==> config.mk <==
export PLATFORM = sky130hd
export DESIGN_NAME = mem_copy_dma
export DESIGN_NICKNAME = d
export VERILOG_FILES = /design/src/rtl/mem_copy_dma.sv
export SDC_FILE = /design/constraint.sdc
export NUM_CORES = 1
export LEC_CHECK = 0
export CORE_UTILIZATION = 45
export DETAILED_ROUTE_END_ITERATION = 7
export PLACE_DENSITY = 0.74
export SKIP_LAST_GASP = 1
export SLEW_MARGIN = 10
export SYNTH_ARGS = -nofsm -noshare
export SYNTH_HDL_FRONTEND = slang
export SYNTH_SLANG_ARGS = --single-unit
==> constraint.sdc <==
create_clock -name clk -period 2.9 [get_ports clk]
set_clock_uncertainty 0.2 [all_clocks]
set_input_delay 0.58 -clock clk [delete_from_list [all_inputs] [get_ports clk]]
set_output_delay 0.58 -clock clk [all_outputs]
set_load 0.01 [all_outputs]
==> src/rtl/mem_copy_dma.sv <==
// mem_copy_dma: block-copy master for the data RAM port.
// Alternates single-element reads and writes, src to dst, ascending.
module mem_copy_dma #(
  parameter int ADDR_W = 12,
  parameter int LEN_W  = 13
) (
  input  logic              clk,
  input  logic              clr_n,
  input  logic              start,
  input  logic              abort,
  input  logic [ADDR_W-1:0] src,
  input  logic [ADDR_W-1:0] dst,
  input  logic [LEN_W-1:0]  len,
  input  logic [1:0]        mode,
  output logic [ADDR_W-1:0] mem_addr,
  output logic [1:0]        mem_mode,
  output logic              mem_write,
  output logic [31:0]       mem_wdata,
  input  logic [31:0]       mem_rdata,
  output logic              busy,
  output logic              done,
  output logic              err
);

  typedef enum logic [1:0] {
    S_IDLE,
    S_READ,
    S_WRITE,
    S_DONE
  } state_t;

  state_t            r_state;
  state_t            w_next;
  logic [ADDR_W-1:0] r_src;
  logic [ADDR_W-1:0] r_dst;
  logic [LEN_W-1:0]  r_rem;
  logic [1:0]        r_mode;
  logic [31:0]       r_buf;
  logic              r_err;
  logic              w_bad;
  logic [ADDR_W-1:0] w_step;

  always_comb begin
    w_bad = 1'b0;
    unique case (mode)
      2'b00:   w_bad = 1'b0;
      2'b01:   w_bad = src[0] | dst[0];
      2'b10:   w_bad = (|src[1:0]) | (|dst[1:0]);
      default: w_bad = 1'b1;
    endcase
  end

  always_comb begin
    w_step = ADDR_W'(1);
    unique case (r_mode)
      2'b01:   w_step = ADDR_W'(2);
      2'b10:   w_step = ADDR_W'(4);
      default: w_step = ADDR_W'(1);
    endcase
  end

  always_comb begin
    w_next = r_state;
    unique case (r_state)
      S_IDLE: begin
        if (start) begin
          if (w_bad || len == '0) w_next = S_DONE;
          else                    w_next = S_READ;
        end
      end
      S_READ: begin
        w_next = abort ? S_IDLE : S_WRITE;
      end
      S_WRITE: begin
        if (abort)                    w_next = S_IDLE;
        else if (r_rem == LEN_W'(1))  w_next = S_DONE;
        else                          w_next = S_READ;
      end
      default: w_next = S_IDLE;
    endcase
  end

  always_ff @(posedge clk or negedge clr_n) begin
    if (!clr_n) begin
      r_state <= S_IDLE;
      r_src   <= '0;
      r_dst   <= '0;
      r_rem   <= '0;
      r_mode  <= 2'b10;
      r_buf   <= '0;
      r_err   <= 1'b0;
    end else begin
      r_state <= w_next;
      if (r_state == S_IDLE && start) begin
        r_src  <= src;
        r_dst  <= dst;
        r_rem  <= len;
        r_mode <= mode;
        r_err  <= w_bad;
      end
      if (r_state == S_READ) r_buf <= mem_rdata;
      // Pointers wrap naturally at ADDR_W bits.
      if (r_state == S_WRITE) begin
        r_src <= r_src + w_step;
        r_dst <= r_dst + w_step;
        r_rem <= r_rem - LEN_W'(1);
      end
    end
  end

  always_comb begin
    mem_addr = '0;
    if (r_state == S_READ)  mem_addr = r_src;
    if (r_state == S_WRITE) mem_addr = r_dst;
  end

  assign mem_mode  = r_mode;
  assign mem_write = (r_state == S_WRITE);
  assign mem_wdata = r_buf;
  assign busy      = (r_state == S_READ) || (r_state == S_WRITE);
  assign done      = (r_state == S_DONE);
  assign err       = r_err;

endmodule

==> flow_metrics.py, run 1 <==
metrics = {
    "logic_synthesis": {
        "synthesis.nets": 523,
        "netlist.top_cell.by_area": "dfrtp_1",
        "synthFlopType": "dfrtp_1",
        "synth.cell_area_mm2": 0.004153,
        "yosys-top-cells-count": "73 x dfrtp_1, 44 x nand2_1, 33 x mux2_2",
        "synth_cell_types": 49,
        "synth_area_leaders": "dfrtp_1 44%, mux2_2 8.9%, ha_1 4.2%, a211oi_1 4.0%, nand2_1 4.0%",
        "yosysTopAreaCellShare_pct": 43.99,
        "ys_seq_area_share_pct": 44.62,
        "synth_edf_count": 0,
        "yosysMostFrequentCell": "dfrtp_1",
        "ys_ff_latch": 74,
        "async_flop_share_pct": 100.0,
        "synth.avg_cell_area_um2": 9.569,
        "synth_cells": 434,
        "ys_warn_count": 0,
    },
    "place": {
        "dp.final_hpwl_um": 8121,
        "place_congestion": 0.8179,
        "pre_cts_slack_ns": 0.2324,
        "port-buffer-count": 124,
    },
    "setup_path": {
        "cp-end-kind": "primary output",
        "critPathRequiredTime_ns": 2.12,
        "r2r_cells": 9,
        "rr_endpoint": "r_dst[8]",
        "r2r_slack_ns": 0.34,
        "cp_max_fo": 12,
        "reg2reg_from": "mem_mode[1]",
        "worstPathArrival_ns": 2.06,
        "path_class": "reg2out",
        "start_kind": "register",
    },
    "outcome": {
        "status": "finished, violations left",
        "violations": "design-rule violations",
    },
    "sta": {
        "min_period_ns": 2.840,
        "fin_hold_ws_ns": 0.007361,
        "max_freq_ghz": 0.3521,
        "rsz0062_at_grt": "true",
        "setup-tns-final_ns": 0,
        "finalSetupViolations": 0,
        "finalHoldViolCount": 0,
        "final_max_slew_viol_count": 0,
        "max_slew_margin_pct": 59.08,
        "fin_ws_ns": 0.06027,
        "worst_pin_slew_ns": 0.6081,
        "min_period_over_period_pct": 97.92,
    },
    "grt": {
        "grt_pass1_vias": 3675,
        "antenna_found_initial": 0,
        "track_usage_pct": 23.59,
        "overflow": 0,
        "grt_pass1_wl_um": 17820,
        "grt_max_degree": 32,
    },
    "routing": {
        "vias": 3823,
        "wl_per_cell_um": 16.58,
        "route.detailed.drc": 6,
        "routed_via_density": 5.664,
        "wl_um": 11190,
        "drt_iter0_markers": 179,
        "drt_first_pass_iters": 6,
        "ant_nets": 0,
    },
    "final_layout": {
        "fin_nets": 651,
        "fillers": 728,
        "num_antenna_cells": 0,
        "post-route-util_pct": 66.11,
        "syn_to_final_growth_pct": 40.86,
        "drive_gt1_share_pct": 13.58,
    },
    "clock_network": {
        "clk_latency_ns": 0.35,
        "cts_tree": "yes",
        "root_buffer": "clkbuf_8",
        "cts.sinks": 74,
        "cts.clk_slew.worst_paths_ns": 0.09,
        "cts_made_buffers": 9,
        "cts_buffer_depth": 2,
        "post_cts_hold_buffer_count": 0,
        "ctsHtreeMaxLevel": 3,
    },
    "die": {
        "start_util_pct": 46.93,
        "rows": 34,
        "dieHeight_um": 98.07,
        "design.die.area_mm2": 0.009617,
        "chipWidth_um": 98.07,
        "fp.coreArea_mm2": 0.008848,
        "io_pins": 125,
    },
    "power": {
        "peakVddDrop_mv": 0.5409,
        "power_leakage_nw": 2.371,
        "p_per_area_mw_per_mm2": 1099,
    },
    "worst_hold_path": {
        "hp-class": "in2async",
    },
    "run": {
        "drv_cap": 0,
    },
}
-- cells in the final DEF (no fill, tap or decap), types with 9 or more instances in the layout --
cell type / instances
xnor2_1: 11
clkbuf_8: 9
dfrtp_1: 72
nand2_1: 44
or3_1: 9
a211oi_1: 22
buf_4: 16
nand3_1: 9
and3_1: 21
clkdlybuf4s50_1: 122
o21ai_0: 30
mux2_2: 33
inv_1: 13
ha_1: 12
a21oi_1: 28
nor2_1: 26
-- state kept, by name, indices dropped and copies added, names as in the netlist --
name       flops
r_dst         12
r_src         12
mem_wdata     32
err            1
r_rem         13
mem_mode       2
r_state        2
-- power breakdown --
| part | total (mW) | switching (mW) | internal [mW] |
|---|---|---|---|
| clock network | 0.859 | 0.443 | 0.416 |
| registers | 2.08 | 0.517 | 1.57 |
| logic | 3.48 | 1.64 | 1.84 |
| total | 6.43 | 2.60 | 3.82 |
-- routing by layer --
| metal | vias up | routed length, um | part of all wire [%] | track usage (%) |
|---|---|---|---|---|
| li1 | 1836 | - | - | - |
| met3 | 13 | 778 | 7.0 | 5.154 |
| met5 | - | 0 | 0 | 0 |
| met4 | 0 | 121 | 1.1 | 7.692 |
| met1 | 1840 | 4993 | 45 | 32.59 |
| met2 | 134 | 5298 | 47 | 36.89 |
-- cell families (layout without fill, tap and decap cells) --
group	after synthesis	after routing	share of synthesized area, %
xor gates and xnor gates	14	14	2.953
muxes	39	39	10.39
AOI/OAI and AO/OA	112	112	16.93
and+or+nand+nor	142	142	17.14
adders and majority gates	14	14	4.218
buffers and inverters	39	172	3.736
DFF	74	74	44.62
-- timing repair --
item	4_1_cts	5_1_grt
setup endpoints to repair	12	12
pin swaps	0	0
setup buffers	0	5
resized for setup	3	3
cloned	1	0
-- through the flow --
step	total power [mW]	instances	cell area [um2]
4_1_cts	6.412	670	5804
5_1_grt	6.875	675	5849
3_5_place_dp	5.444	653	5545
6_report	6.429	675	5849
3_3_place_gp	5.331	653	5545
2_1_floorplan	3.989	434	4153
-- how the worst max path moves through the flow --
stage | from | to | slack, ns | cells after the start
after CTS | r_state[1] | mem_addr[10] | -0.02 | 5
final | r_state[1] | mem_addr[10] | 0.06 | 5
after global placement | r_state[1] | mem_addr[0] | 0.33 | 5
after detailed placement | mem_mode[1] | r_dst[6] | 0.23 | 9
after floorplan | mem_mode[1] | r_dst[10] | 0.53 | 9
after global routing | r_state[1] | mem_addr[10] | -0.04 | 5
-- critical path: stages (launching register included) --
cell and delay [ns]:
dfrtp_1 0.44, inv_1 0.14, ha_4 0.24, nor2b_2 0.21, a22o_1 0.15, clkdlybuf4s50_1 0.53
-- final cells by class --
cell class	instances	area, um2	share of cell area, %
sequential	74	1854	31.70
inverter	13	48.80	0.8342
clock inverter	7	83.83	1.433
timing repair buffer	143	1428	24.41
multi-input combinational	321	2176	37.20
tap	108	135.1	2.310
clock buffer	9	123.9	2.118
No activity file was read; power rests on OpenSTA's default activity.
==> run 2, diff against run 1 <==
--- a/config.mk
+++ b/config.mk
@@ -5,7 +5,7 @@
 export SDC_FILE = /design/constraint.sdc
 export NUM_CORES = 1
 export LEC_CHECK = 0
-export CORE_UTILIZATION = 45
+export CORE_UTILIZATION = 43
 export DETAILED_ROUTE_END_ITERATION = 7
 export PLACE_DENSITY = 0.74
 export SKIP_LAST_GASP = 1
==> constraint.sdc (replaced) <==
create_clock -name clk -period 2.4 [get_ports clk]
set_clock_uncertainty 0.2 [all_clocks]
set_input_delay 0.48 -clock clk [delete_from_list [all_inputs] [get_ports clk]]
set_output_delay 0.48 -clock clk [all_outputs]
set_load 0.01 [all_outputs]
==> run 2 against run 1 <==
The flow finishes with violations (negative setup slack). Largest power group unchanged. First-iteration DRC count rose by 16%. Largest cell class unchanged. Sequential cell count stayed put. Cell area grew 3.4%. Non-clock buffer count rose by 20. Sequential share of layout area is 1.1 points lower. Wire length rose by 7.2%. Cell count grew 6.1%. Setup slack got worse by 0.061 ns. Clock-buffer cell count grew 1. Combinational power grew 30%. Worst hold slack improved by 0.30 ns.
==> flow_metrics.py, run 2 (synthesis gave the netlist of run 1 again) <==
metrics = {
    "grt": {
        "grt_pass1_vias": 3989,
        "track_usage_pct": 24.55,
        "overflow": 0,
        "grt_use_met1_pct": 28.30,
        "grt.met2_usage_pct": 41.68,
        "grt_pass1_wl_um": 18990,
        "grt_max_degree": 47,
        "antenna_found_initial": 0,
        "use_met3_pct": 6.685,
        "grt-busiest-layer": "met2",
    },
    "die": {
        "io_pins": 125,
        "chipWidth_um": 100.3,
        "rows": 35,
        "dieHeight_um": 100.3,
        "design.die.area_mm2": 0.01005,
        "start_util_pct": 44.73,
        "fp.coreArea_mm2": 0.009284,
    },
    "final_layout": {
        "finalNonFillerCells": 716,
        "post-route-util_pct": 65.13,
        "fin_nets": 671,
        "final_cell_mix": "108 x clkdlybuf4s50_1, 73 x dfrtp_1, 44 x nand2_1",
        "largest_reg_flops": 32,
        "drive_gt1_share_pct": 20.61,
        "num_antenna_cells": 0,
        "final_common_cell": "clkdlybuf4s50_1",
        "syn_to_final_growth_pct": 45.62,
    },
    "routing": {
        "ant_nets": 0,
        "wl_um": 12000,
        "wl_per_cell_um": 16.76,
        "vias": 3927,
        "routed_via_density": 5.485,
        "drt_first_pass_iters": 5,
        "drt_iter0_markers": 208,
        "route.detailed.drc": 0,
    },
    "clock_network": {
        "ctsHtreeMaxLevel": 3,
        "clk_latency_ns": 0.36,
        "cts_tree": "yes",
        "cts.clk_slew.worst_paths_ns": 0.08,
        "cts.sinks": 74,
        "cts_buffer_depth": 2,
        "cts_made_buffers": 9,
        "root_buffer": "clkbuf_8",
    },
    "power": {
        "p_per_area_mw_per_mm2": 1318,
        "power_leakage_nw": 2.505,
        "peakVddDrop_mv": 0.6232,
    },
    "setup_path": {
        "slowest_delay_ns": 0.37,
        "crit_path_cell_trace": "inv_1, ha_1, ha_2, ha_2, a21oi_2, nor3b_2, a21oi_1, buf_4, or3_1, a31oi_1",
        "cp_max_fo": 8,
        "path_class": "reg2reg",
        "critPathRequiredTime_ns": 2.48,
        "cp_slowest_cell": "dfrtp_1",
        "worstPathArrival_ns": 2.48,
        "cp-end-kind": "register",
        "cpLargestDelayFamily": "adder cells",
        "start_kind": "register",
        "crit_top_cell": "ha_2",
        "crit_buf_inv": 2,
    },
    "outcome": {
        "status": "finished, violations left",
        "violations": "negative setup slack",
    },
    "sta": {
        "fin_ws_ns": -0.0008711,
        "finalHoldViolCount": 0,
        "worst_pin_slew_ns": 0.4559,
        "min_period_ns": 2.401,
        "max_slew_margin_pct": 69.49,
        "max_freq_ghz": 0.4165,
        "finalSetupViolations": 1,
        "min_period_over_period_pct": 100.0,
        "final_max_slew_viol_count": 0,
        "rsz0062_at_grt": "true",
    },
    "place": {
        "placed_cells": 689,
        "port-buffer-count": 124,
        "place_congestion": 0.9005,
        "dp.final_hpwl_um": 8347,
    },
    "worst_hold_path": {
        "hp-class": "reg2reg",
    },
    "run": {
        "drv_cap": 0,
    },
}
-- run 2: metal layers --
metal / wire (um) / vias to the layer above
li1: - / 1871
met4: 306 / 0
met5: 0 / -
met3: 717 / 23
met1: 4865 / 1910
met2: 6110 / 123
-- run 2: worst paths after layout --
kind                               startpoint            end  slack, ns  depth (start not counted)
worst max-delay path              mem_mode[0]      r_dst[10]    -0.0009                         10
worst min-delay path            mem_wdata[24]  mem_wdata[24]       0.31                          1
worst max register to register    mem_mode[0]      r_dst[10]    -0.0009                         10
worst min register to register  mem_wdata[24]  mem_wdata[24]       0.31                          1
max in group asynchronous               clr_n    mem_mode[1]       0.97                          3
min in group asynchronous               clr_n  mem_wdata[26]       0.37                          2
-- run 2: repair_timing --
| item | in CTS | in global routing |
|---|---|---|
| pin swaps | 5 | 6 |
| buffers inserted | 4 | 4 |
| hold endpoints to repair | 28 | 0 |
| resized for setup | 28 | 38 |
| gates cloned | 1 | 1 |
| endpoints found under the setup margin | 22 | 25 |
| hold buffers | 1 | 0 |
-- run 2: where the power goes --
group | internal [mW] | switching, mW
registers | 1.89 | 0.628
logic | 2.41 | 2.13
clock network | 0.403 | 0.507
-- run 2: cell type report --
type                       count  area [um2]
multi-input combinational    321        2236
timing repair buffer         163        1568
fill                         787        3237
clock buffer                  10       137.6
inverter                      13       48.80
tap                          129       161.4
sequential                    74        1853
clock inverter                 6       42.54
-- run 2: per-stage QoR --
step	total power [mW]	instance area, um2	worst slack (ns)	hold WS, ns	TNS, ns
after floorplan	4.819	4153	0.02616	-0.01559	0
after global placement	6.635	5699	0.007911	0.2229	0
after detailed placement	6.766	5699	-0.06521	0.2275	-0.2264
after CTS	7.822	5992	-0.04356	0.3143	-0.08806
after global routing	8.555	6047	-0.1136	0.3200	-0.8186
final	7.973	6047	-0.0008711	0.3080	-0.0008711
